==> config.mk <==
export PLATFORM = sky130hd
export DESIGN_NAME = imem_boot_loader_flat
export DESIGN_NICKNAME = d
export VERILOG_FILES = /design/src/rtl/imem_boot_loader_if.sv /design/src/rtl/imem_boot_loader.sv /design/src/flat_wrapper.sv
export SDC_FILE = /design/constraint.sdc
export NUM_CORES = 1
export LEC_CHECK = 0
export CAP_MARGIN = 15
export CORE_UTILIZATION = 46
export DETAILED_ROUTE_END_ITERATION = 7
export PLACE_DENSITY = 0.77
export SLEW_MARGIN = 0
export SYNTH_ARGS = -nofsm -noshare
export SYNTH_HDL_FRONTEND = slang
export SYNTH_SLANG_ARGS = --single-unit
==> constraint.sdc <==
create_clock -name clk -period 2.1 [get_ports clk]
set_input_delay 0.21 -clock clk [delete_from_list [all_inputs] [get_ports clk]]
set_output_delay 0.21 -clock clk [all_outputs]
set_load 0.01 [all_outputs]
==> src/rtl/imem_boot_loader_if.sv <==
// imem_boot_loader_if: byte-stream input, instruction-memory write port and
// core/status outputs of the instruction memory boot loader.
// master = byte source / system side, slave = the loader itself.
interface imem_boot_loader_if;
    logic        start;
    logic        rx_valid;
    logic [7:0]  rx_data;
    logic        rx_ready;
    logic        mem_we;
    logic [31:0] mem_addr;
    logic [31:0] mem_wd;
    logic        cpu_hold;
    logic        busy;
    logic        done;
    logic        error;

    modport master (
        output start, rx_valid, rx_data,
        input  rx_ready, mem_we, mem_addr, mem_wd, cpu_hold, busy, done, error
    );

    modport slave (
        input  start, rx_valid, rx_data,
        output rx_ready, mem_we, mem_addr, mem_wd, cpu_hold, busy, done, error
    );
endinterface

==> src/rtl/imem_boot_loader.sv <==
// imem_boot_loader: fills the instruction memory from a byte stream while
// holding the core in reset. Stream = length byte N, 4*N little-endian data
// bytes, and (optionally) one trailing XOR checksum byte.
// Optional feature: define IMEM_LOADER_CHECKSUM_EN to add the checksum state;
// without it the loader goes straight to DONE after the last word.
module imem_boot_loader #(
    parameter int DEPTH = 64,
    parameter int CW    = 8
) (
    input logic                clk,
    input logic                reset,
    imem_boot_loader_if.slave  bus
);

    typedef enum logic [2:0] {
        S_IDLE = 3'd0,
        S_LEN  = 3'd1,
        S_DATA = 3'd2,
`ifdef IMEM_LOADER_CHECKSUM_EN
        S_CHK  = 3'd3,
`endif
        S_DONE = 3'd4,
        S_ERR  = 3'd5
    } state_t;

    state_t        state_q, state_d;
    logic [CW-1:0] len_q, len_d;
    logic [CW-1:0] widx_q, widx_d;
    logic [1:0]    bcnt_q, bcnt_d;
    logic [23:0]   asm_q, asm_d;
    logic          we_q, we_d;
    logic [31:0]   addr_q, addr_d;
    logic [31:0]   wd_q, wd_d;
`ifdef IMEM_LOADER_CHECKSUM_EN
    logic [7:0]    csum_q, csum_d;
`endif

    logic rx_ready;
    logic xfer;
    logic len_bad;
    logic last_word;

    // A byte moves only when the loader is in a receiving state.
    assign xfer      = bus.rx_valid && rx_ready;
    // Zero-length or oversize images are rejected before any write happens.
    assign len_bad   = (bus.rx_data == 8'd0) || (32'(bus.rx_data) > 32'(DEPTH));
    assign last_word = (widx_q == (len_q - CW'(1)));

    // Next-state and datapath update for the load sequence.
    always_comb begin
        state_d = state_q;
        len_d   = len_q;
        widx_d  = widx_q;
        bcnt_d  = bcnt_q;
        asm_d   = asm_q;
        we_d    = 1'b0;
        addr_d  = addr_q;
        wd_d    = wd_q;
`ifdef IMEM_LOADER_CHECKSUM_EN
        csum_d  = csum_q;
`endif
        case (state_q)
            S_IDLE, S_DONE, S_ERR: begin
                if (bus.start) begin
                    state_d = S_LEN;
                end
            end
            S_LEN: begin
                if (xfer) begin
                    if (len_bad) begin
                        state_d = S_ERR;
                    end else begin
                        len_d   = CW'(bus.rx_data);
                        widx_d  = '0;
                        bcnt_d  = 2'd0;
`ifdef IMEM_LOADER_CHECKSUM_EN
                        csum_d  = 8'd0;
`endif
                        state_d = S_DATA;
                    end
                end
            end
            S_DATA: begin
                if (xfer) begin
`ifdef IMEM_LOADER_CHECKSUM_EN
                    csum_d = csum_q ^ bus.rx_data;
`endif
                    bcnt_d = bcnt_q + 2'd1;
                    // Shift in from the top so the first byte ends up in [7:0].
                    asm_d  = {bus.rx_data, asm_q[23:8]};
                    if (bcnt_q == 2'd3) begin
                        we_d   = 1'b1;
                        addr_d = {30'(widx_q), 2'b00};
                        wd_d   = {bus.rx_data, asm_q};
                        widx_d = widx_q + CW'(1);
                        if (last_word) begin
`ifdef IMEM_LOADER_CHECKSUM_EN
                            state_d = S_CHK;
`else
                            state_d = S_DONE;
`endif
                        end
                    end
                end
            end
`ifdef IMEM_LOADER_CHECKSUM_EN
            S_CHK: begin
                if (xfer) begin
                    state_d = (bus.rx_data == csum_q) ? S_DONE : S_ERR;
                end
            end
`endif
            default: begin
                state_d = S_IDLE;
            end
        endcase
    end

    // State and datapath registers; reset abandons any load in progress.
    always_ff @(posedge clk or negedge reset) begin
        if (!reset) begin
            state_q <= S_IDLE;
            len_q   <= '0;
            widx_q  <= '0;
            bcnt_q  <= 2'd0;
            asm_q   <= 24'd0;
            we_q    <= 1'b0;
            addr_q  <= 32'd0;
            wd_q    <= 32'd0;
`ifdef IMEM_LOADER_CHECKSUM_EN
            csum_q  <= 8'd0;
`endif
        end else begin
            state_q <= state_d;
            len_q   <= len_d;
            widx_q  <= widx_d;
            bcnt_q  <= bcnt_d;
            asm_q   <= asm_d;
            we_q    <= we_d;
            addr_q  <= addr_d;
            wd_q    <= wd_d;
`ifdef IMEM_LOADER_CHECKSUM_EN
            csum_q  <= csum_d;
`endif
        end
    end

    // Status outputs decoded from the registered state only.
    always_comb begin
        rx_ready     = 1'b0;
        bus.busy     = 1'b0;
        bus.done     = 1'b0;
        bus.error    = 1'b0;
        bus.cpu_hold = 1'b1;
        case (state_q)
            S_LEN, S_DATA: begin
                rx_ready = 1'b1;
                bus.busy = 1'b1;
            end
`ifdef IMEM_LOADER_CHECKSUM_EN
            S_CHK: begin
                rx_ready = 1'b1;
                bus.busy = 1'b1;
            end
`endif
            S_DONE: begin
                bus.done     = 1'b1;
                bus.cpu_hold = 1'b0;
            end
            S_ERR: begin
                bus.error = 1'b1;
            end
            default: begin
                rx_ready = 1'b0;
            end
        endcase
    end

    assign bus.rx_ready = rx_ready;
    assign bus.mem_we   = we_q;
    assign bus.mem_addr = addr_q;
    assign bus.mem_wd   = wd_q;

endmodule
==> src/flat_wrapper.sv <==
// flat-port wrapper written by rule: the top's interface ports become plain ports
module imem_boot_loader_flat 
#(
    parameter int DEPTH = 64,
    parameter int CW    = 8
)
  (clk, reset, bus_start, bus_rx_valid, bus_rx_data, bus_rx_ready, bus_mem_we, bus_mem_addr, bus_mem_wd, bus_cpu_hold, bus_busy, bus_done, bus_error);
  imem_boot_loader_if bus_i ();
  input logic clk;
  input logic reset;
  input wire logic [$bits(bus_i.start)-1:0] bus_start;
  input wire logic [$bits(bus_i.rx_valid)-1:0] bus_rx_valid;
  input wire logic [$bits(bus_i.rx_data)-1:0] bus_rx_data;
  output wire logic [$bits(bus_i.rx_ready)-1:0] bus_rx_ready;
  output wire logic [$bits(bus_i.mem_we)-1:0] bus_mem_we;
  output wire logic [$bits(bus_i.mem_addr)-1:0] bus_mem_addr;
  output wire logic [$bits(bus_i.mem_wd)-1:0] bus_mem_wd;
  output wire logic [$bits(bus_i.cpu_hold)-1:0] bus_cpu_hold;
  output wire logic [$bits(bus_i.busy)-1:0] bus_busy;
  output wire logic [$bits(bus_i.done)-1:0] bus_done;
  output wire logic [$bits(bus_i.error)-1:0] bus_error;
  assign bus_i.start = bus_start;
  assign bus_i.rx_valid = bus_rx_valid;
  assign bus_i.rx_data = bus_rx_data;
  assign bus_rx_ready = bus_i.rx_ready;
  assign bus_mem_we = bus_i.mem_we;
  assign bus_mem_addr = bus_i.mem_addr;
  assign bus_mem_wd = bus_i.mem_wd;
  assign bus_cpu_hold = bus_i.cpu_hold;
  assign bus_busy = bus_i.busy;
  assign bus_done = bus_i.done;
  assign bus_error = bus_i.error;
  imem_boot_loader #(.DEPTH(DEPTH), .CW(CW)) u_core (.clk(clk), .reset(reset), .bus(bus_i));
endmodule
## After elaboration in Yosys (flattened, before gate mapping)

Cells that the tools add are included.

- Latch bits: 0
- Bits in registers: 86
- Logic and storage cells: 61
- ROM bits: 0
- Memories kept: 0
- Output and inout port bits: 70
- Input bits: 12
- RAM bits: 0

- Divide/modulo/power cells: 0
- Mux-type cells: 23
- Shift-type cells: 0
- Multiply operators: 0
- $add $sub $neg: 3
- Bitwise logic cells: 1
- Reduce and logical (&&, ||, !) cells: 13
- $lt $le $gt $ge: 1
- Equality and inequality tests: 12

Operators by type and width:

| operator | count |
|---|---|
| $mux 8 | 4 |
| $mux 3 | 6 |
| $pmux 8 s2 | 1 |
| $reduce_and 5->1 | 2 |
| $pmux 3 s3 | 1 |
| $add 8x1->8 const B | 1 |
| $eq 8x8->1 | 1 |
| $gt 8x7->1 const B | 1 |
| $logic_not 8->1 | 1 |
| $ne 2x1->1 const B | 4 |
| $sub 8x1->8 const B | 1 |
| $mux 1 | 7 |
| $eq 3x3->1 const B | 2 |
| $mux 2 | 3 |
| $reduce_and 3->1 | 2 |
| $ne 2x2->1 const B | 2 |
| $pmux 2 s2 | 1 |
| $reduce_and 4->1 | 1 |
| $eq 3x1->1 const B | 1 |
| $eq 3x2->1 const B | 1 |
| $logic_not 3->1 | 1 |
| $reduce_or 3->1 | 1 |
| $add 2x1->2 const B | 1 |
| $eq 2x2->1 const B | 1 |
| other kinds (6) | 6 |

## Depth between registers and ports, before layout

- Depth after elaboration: 6
- Depth in mapped cells: 8
- Depth with buffers taken out: 7

## Least setup slack after synthesis

Ideal clock, no wire load.

- Kind: input-to-reg
- Start point: input bus_rx_data[1]
- End point: register u_core.widx_q[2]
- Setup slack: -0.009 ns
- Arrival time: 2.043 ns
- Cell stages on the path: 6
- Library setup time: 0.066 ns
- Path through: or4_4 > or4_4 > and4_4 > buf_6 > or4_1 > nand2_1

- Word-level cells in the longest chain between the ends: 4
- Elaborated cells between the ends (all ways): 5
- Those cells by class: order compare (1); eq/ne (1); reduce/logical (3)

RTL lines:

| element | RTL line | RTL |
|---|---|---|
| from (decl) | flat_wrapper.sv:13 | `input wire logic [$bits(bus_i.rx_data)-1:0] bus_rx_data;` |
| $gt 8x7->1 or $logic_not 8->1 (tied branches) | imem_boot_loader.sv:46 | `assign len_bad = (bus.rx_data == 8'd0) \|\| (32'(bus.rx_data) > 32'(DEPTH));` |
| $logic_or 1x1->1 (*) | imem_boot_loader.sv:46 |  |
| $ne 2x2->1 (no line) (*) | - |  |
| $reduce_and 5->1 (no line) (*) | - |  |
| to (signal assigned) | imem_boot_loader.sv:136 | `widx_q <= widx_d;` |
| to (decl) | imem_boot_loader.sv:28 | `logic [CW-1:0] widx_q, widx_d;` |

Every way passes the cells marked *; elsewhere a longest branch is shown, timed or not.
A chain may end at the register's enable or synchronous reset.

## Worst setup path after layout

- Start point: input bus_rx_data[2]
- End point: register u_core.widx_q[4]

Same word-level chain as after synthesis.

==> results.py <==
metrics = {
    "status": {
        "result_of_the_run": "finished, final reports clean",
    },
    "worst_setup_path": {
        "path_cells": "dlygate4sd2_1 > or4_4 > or4_4 > a311oi_4 > buf_6 > o21ai_1 > a21oi_1",
        "startpoint_type": "primary input",
        "critPathKind": "in -> reg",
        "critical_path.endpoint_type": "flip-flop",
        "crit_path_max_fanout": 7,
        "critPathMostFrequentCell": "sky130_fd_sc_hd__or4_4",
        "worst_path_max_delay_cell": "sky130_fd_sc_hd__or4_4",
        "crit_path_max_incr_delay_ns": 0.57,
        "arrival_ns": 2.32,
        "critPathRequiredTime_ns": 2.39,
    },
    "synthesis": {
        "synth_cell_type_count": 47,
        "post_synth_mux_area_share_pct": 4.005,
        "synth_xor_xnor_area_share_pct": 1.780,
        "mappedNetlistArea_um2": 3936,
        "edff_count_synth": 0,
        "synth-compound-area-share_pct": 6.421,
        "synth_top_area_share_pct": 54.67,
        "seq_area_frac_synth_pct": 54.67,
        "ys_ff_latch": 86,
        "dominantRegCellSynth": "sky130_fd_sc_hd__dfrtp_1",
        "ys_top_cells_by_area": "sky130_fd_sc_hd__dfrtp_1, sky130_fd_sc_hd__nand2_1, sky130_fd_sc_hd__buf_4",
        "synth_top_area_cell": "sky130_fd_sc_hd__dfrtp_1",
        "yosysMostFrequentCell": "sky130_fd_sc_hd__nand2_1",
        "netlist_instances": 426,
        "main_combinational_cell_family_by_area_after_synthesis": "simple AND/OR/NAND/NOR gates",
        "synth.top_cells.by_count": "sky130_fd_sc_hd__nand2_1, sky130_fd_sc_hd__dfrtp_1, sky130_fd_sc_hd__buf_4",
        "synth-simple-area-share_pct": 24.89,
        "ys.warnings.count": 0,
        "post_synth_adder_cell_area_pct": 0.9536,
        "synthArstFlopShare_pct": 100.0,
        "syn_area_per_cell_um2": 9.240,
    },
    "floorplanning": {
        "effective_utilization_at_floorplan_pct": 47.67,
        "std_cell_rows": 33,
        "io-pin-count": 82,
        "die_x_um": 94.51,
        "fp.dieH_um": 94.51,
        "core_area_um2": 8258,
        "floorplan.die_area_um2": 8931,
    },
    "routing": {
        "detail_route.vias_per_cell": 5.196,
        "ant_nets": 0,
        "drt_drc_violations_left": 0,
        "drt_wl_total_um": 9026,
        "drt_first_iter_violations": 237,
        "dr_total_vias": 3201,
        "wirelength_per_cell_um": 14.65,
        "drt_pass1_iterations": 4,
    },
    "global_route": {
        "top_usage_layer": "met2",
        "groute.usage.overall_pct": 21.68,
        "overflow": 0,
        "grt_use_met2_pct": 34.84,
        "first_global_vias": 3057,
        "met3_usage_pct": 3.704,
        "groute.layer.met1.usage_pct": 28.74,
        "largest_net_degree_at_the_start_of_global_routing": 46,
        "number_of_antenna_violations_at_the_first_check_in_global_routing": 0,
        "grt_first_pass_wirelength_um": 14650,
    },
    "min_path": {
        "hp-class": "in -> reg",
    },
    "final_layout": {
        "synthToLayoutAreaGrowth_pct": 25.91,
        "design_area_um2": 4956,
        "n_antenna_cell": 0,
        "finalNetCount": 521,
        "final_core_util_pct": 60.02,
        "final_layout_size_suffix_gt1_share_pct": 14.48,
    },
    "power_and_ir_drop": {
        "swShare_pct": 33.54,
        "p_sw_mw": 1.433,
        "power_leakage_nw": 2.519,
        "share_clk_of_total_power_pct": 25.2,
        "seq_power_share_pct": 48.9,
        "vdd_ir_drop_max_uv": 448.7,
        "power.density_cell_area_nw_per_um2": 862.2,
        "intPower_mw": 2.840,
        "power_frac_comb_pct": 25.9,
    },
    "sta": {
        "timing_worst_slew_pin_value_ns": 0.5411,
        "final_hold_viol_count": 0,
        "min_period_over_period_pct": 97.04,
        "clk_skew_ns": 0.006394,
        "setup_violations": 0,
        "rsz0062_at_grt": "false",
        "layout_min_cycle_time_ns": 2.038,
        "worst_slew_margin_relative_to_its_limit_pct": 63.93,
        "timing.final.ws_setup_ns": 0.06226,
        "slew_violations": 0,
        "fin_hold_ws_ns": 0.2134,
        "max_freq_mhz": 490.7,
    },
    "clock_network": {
        "clk_path_buf_depth": 2,
        "cts_made_buffers": 9,
        "post_cts.repair.setup_buffers": 0,
        "htreeDepth": 3,
        "worst_skew_pair.late_latency_ns": 0.36,
        "cts_num_sinks": 86,
        "cts_root_buf": "sky130_fd_sc_hd__clkbuf_8",
        "tritoncts": "built",
        "clk_pin_slew_worst_paths_ns": 0.09,
    },
    "placement": {
        "gp_congestion": 0.8274,
        "placed_cell_area_um2": 4705,
        "place.detailed.hpwl_um": 6109,
        "buffer_ports.inserted": 57,
        "dpl_worst_slack_ns": -0.3887,
    },
    "flow_run": {
        "max-cap-violations": 0,
    },
}
==> metrics by stage <==
| step | total power, mW | TNS, ns | cells |
|---|---|---|---|
| after CTS | 4.211 | 0 | 616 |
| after floorplan | 2.713 | 0 | 449 |
| after detailed placement | 3.113 | -5.690 | 598 |
| final | 4.273 | 0 | 616 |
| after global routing | 4.510 | 0 | 616 |
| after global placement | 3.058 | -5.162 | 598 |
==> worst paths after layout <==
path                                                endpoint  slack (ns)  cells past startpoint                   startpoint
hold / removal                  u_core.asm_q[17]$_DFFE_PN0P_        0.21                      4               bus_rx_data[1]
max in group asynchronous   u_core.bus.mem_wd[0]$_DFFE_PN0P_        1.12                      3                        reset
hold reg to reg             u_core.bus.mem_wd[1]$_DFFE_PN0P_        0.47                      2  u_core.asm_q[1]$_DFFE_PN0P_
min in group asynchronous  u_core.bus.mem_wd[27]$_DFFE_PN0P_        0.37                      2                        reset
setup / recovery                u_core.widx_q[4]$_DFFE_PN0P_        0.06                      7               bus_rx_data[2]
setup reg to reg               u_core.state_q[1]$_DFFE_PN0P_        0.12                      8  u_core.len_q[0]$_DFFE_PN0P_
==> sequential cells by signal, summed over array words and instances (netlist names) <==
signal and flops:
u_core.bus.mem_addr 8, u_core.len_q 8, u_core.bus.mem_we 1, u_core.widx_q 8, u_core.bus.mem_wd 32, u_core.bcnt_q 2, u_core.state_q 3, u_core.asm_q 24
==> cells in the final DEF, fill, tap and decap left out, types with 2 or more instances in the layout <==
master and n:
sky130_fd_sc_hd__xnor2_1 6, sky130_fd_sc_hd__o21a_1 2, sky130_fd_sc_hd__o21ai_1 3, sky130_fd_sc_hd__clkdlybuf4s50_1 51, sky130_fd_sc_hd__a211oi_2 2, sky130_fd_sc_hd__dlymetal6s2s_1 2
sky130_fd_sc_hd__buf_12 2, sky130_fd_sc_hd__or4_1 2, sky130_fd_sc_hd__o21bai_1 2, sky130_fd_sc_hd__inv_1 5, sky130_fd_sc_hd__and2_1 2, sky130_fd_sc_hd__buf_4 27
sky130_fd_sc_hd__nand4_1 5, sky130_fd_sc_hd__and3_1 3, sky130_fd_sc_hd__or4_4 2, sky130_fd_sc_hd__buf_6 2, sky130_fd_sc_hd__nor2b_1 5, sky130_fd_sc_hd__ha_1 2
sky130_fd_sc_hd__nor3_1 4, sky130_fd_sc_hd__or3_1 5, sky130_fd_sc_hd__mux2_2 14, sky130_fd_sc_hd__o21ai_0 10, sky130_fd_sc_hd__a21oi_1 9, sky130_fd_sc_hd__dlygate4sd2_1 3
sky130_fd_sc_hd__dfrtp_1 85, sky130_fd_sc_hd__nand3_1 6, sky130_fd_sc_hd__clkbuf_8 9, sky130_fd_sc_hd__clkinvlp_4 2, sky130_fd_sc_hd__nor2_1 11, sky130_fd_sc_hd__conb_1 24
sky130_fd_sc_hd__nand2_1 170, sky130_fd_sc_hd__xor2_1 2, sky130_fd_sc_hd__nand2b_1 6, sky130_fd_sc_hd__clkinv_4 2
==> kinds of logic (layout without fill, tap and decap cells) <==
family | Yosys count | in the layout
xor gates and xnor gates | 8 | 8
and+or+nand+nor | 227 | 227
buffers and inverters | 48 | 110
muxes | 14 | 14
DFF | 86 | 86
AOI/OAI and AO/OA | 39 | 39
adders and majority gates | 3 | 3
other | 1 | 24
==> area by class of cell <==
cell class	count	area (um^2)
fill	699	3302
sequential	86	2153
multi-input combinational	315	1630
timing repair buffer	88	837.1
tap	105	131.4
clock buffer	9	123.9
clock inverter	7	57.56
inverter	6	22.52
==> routing by layer <==
layer | vias up | routed length, um | part of all wire (%)
met1 | 1567 | 3870 | 43
met4 | 0 | 204 | 2.3
met2 | 114 | 4455 | 49
li1 | 1502 | - | -
met3 | 18 | 496 | 5.5
met5 | - | 0 | 0
==> worst max-delay path, delay by kind of cell <==
family	cells	cell delay, ns
AOI/OAI and AO/OA	3	0.59
buffers and inverters	2	0.42
and+or+nand+nor	2	1.11
==> power groups by stage <==
stage / Clock (mW) / Sequential (mW) / Combinational [mW]
2_1_floorplan: 0 / 2.05 / 0.662
3_3_place_gp: 0 / 2.10 / 0.962
3_5_place_dp: 0 / 2.11 / 1.01
4_1_cts: 1.09 / 2.07 / 1.05
5_1_grt: 1.16 / 2.12 / 1.23
6_report: 1.08 / 2.09 / 1.11
==> timing repair <==
action	CTS	global route
hold buffers	1	0
pin swaps	3	6
cloned	1	0
endpoints found under the hold margin	41	0
endpoints found under the setup margin	7	13
resized for setup	7	11
Note: power is estimated with default switching activity, not from simulation.
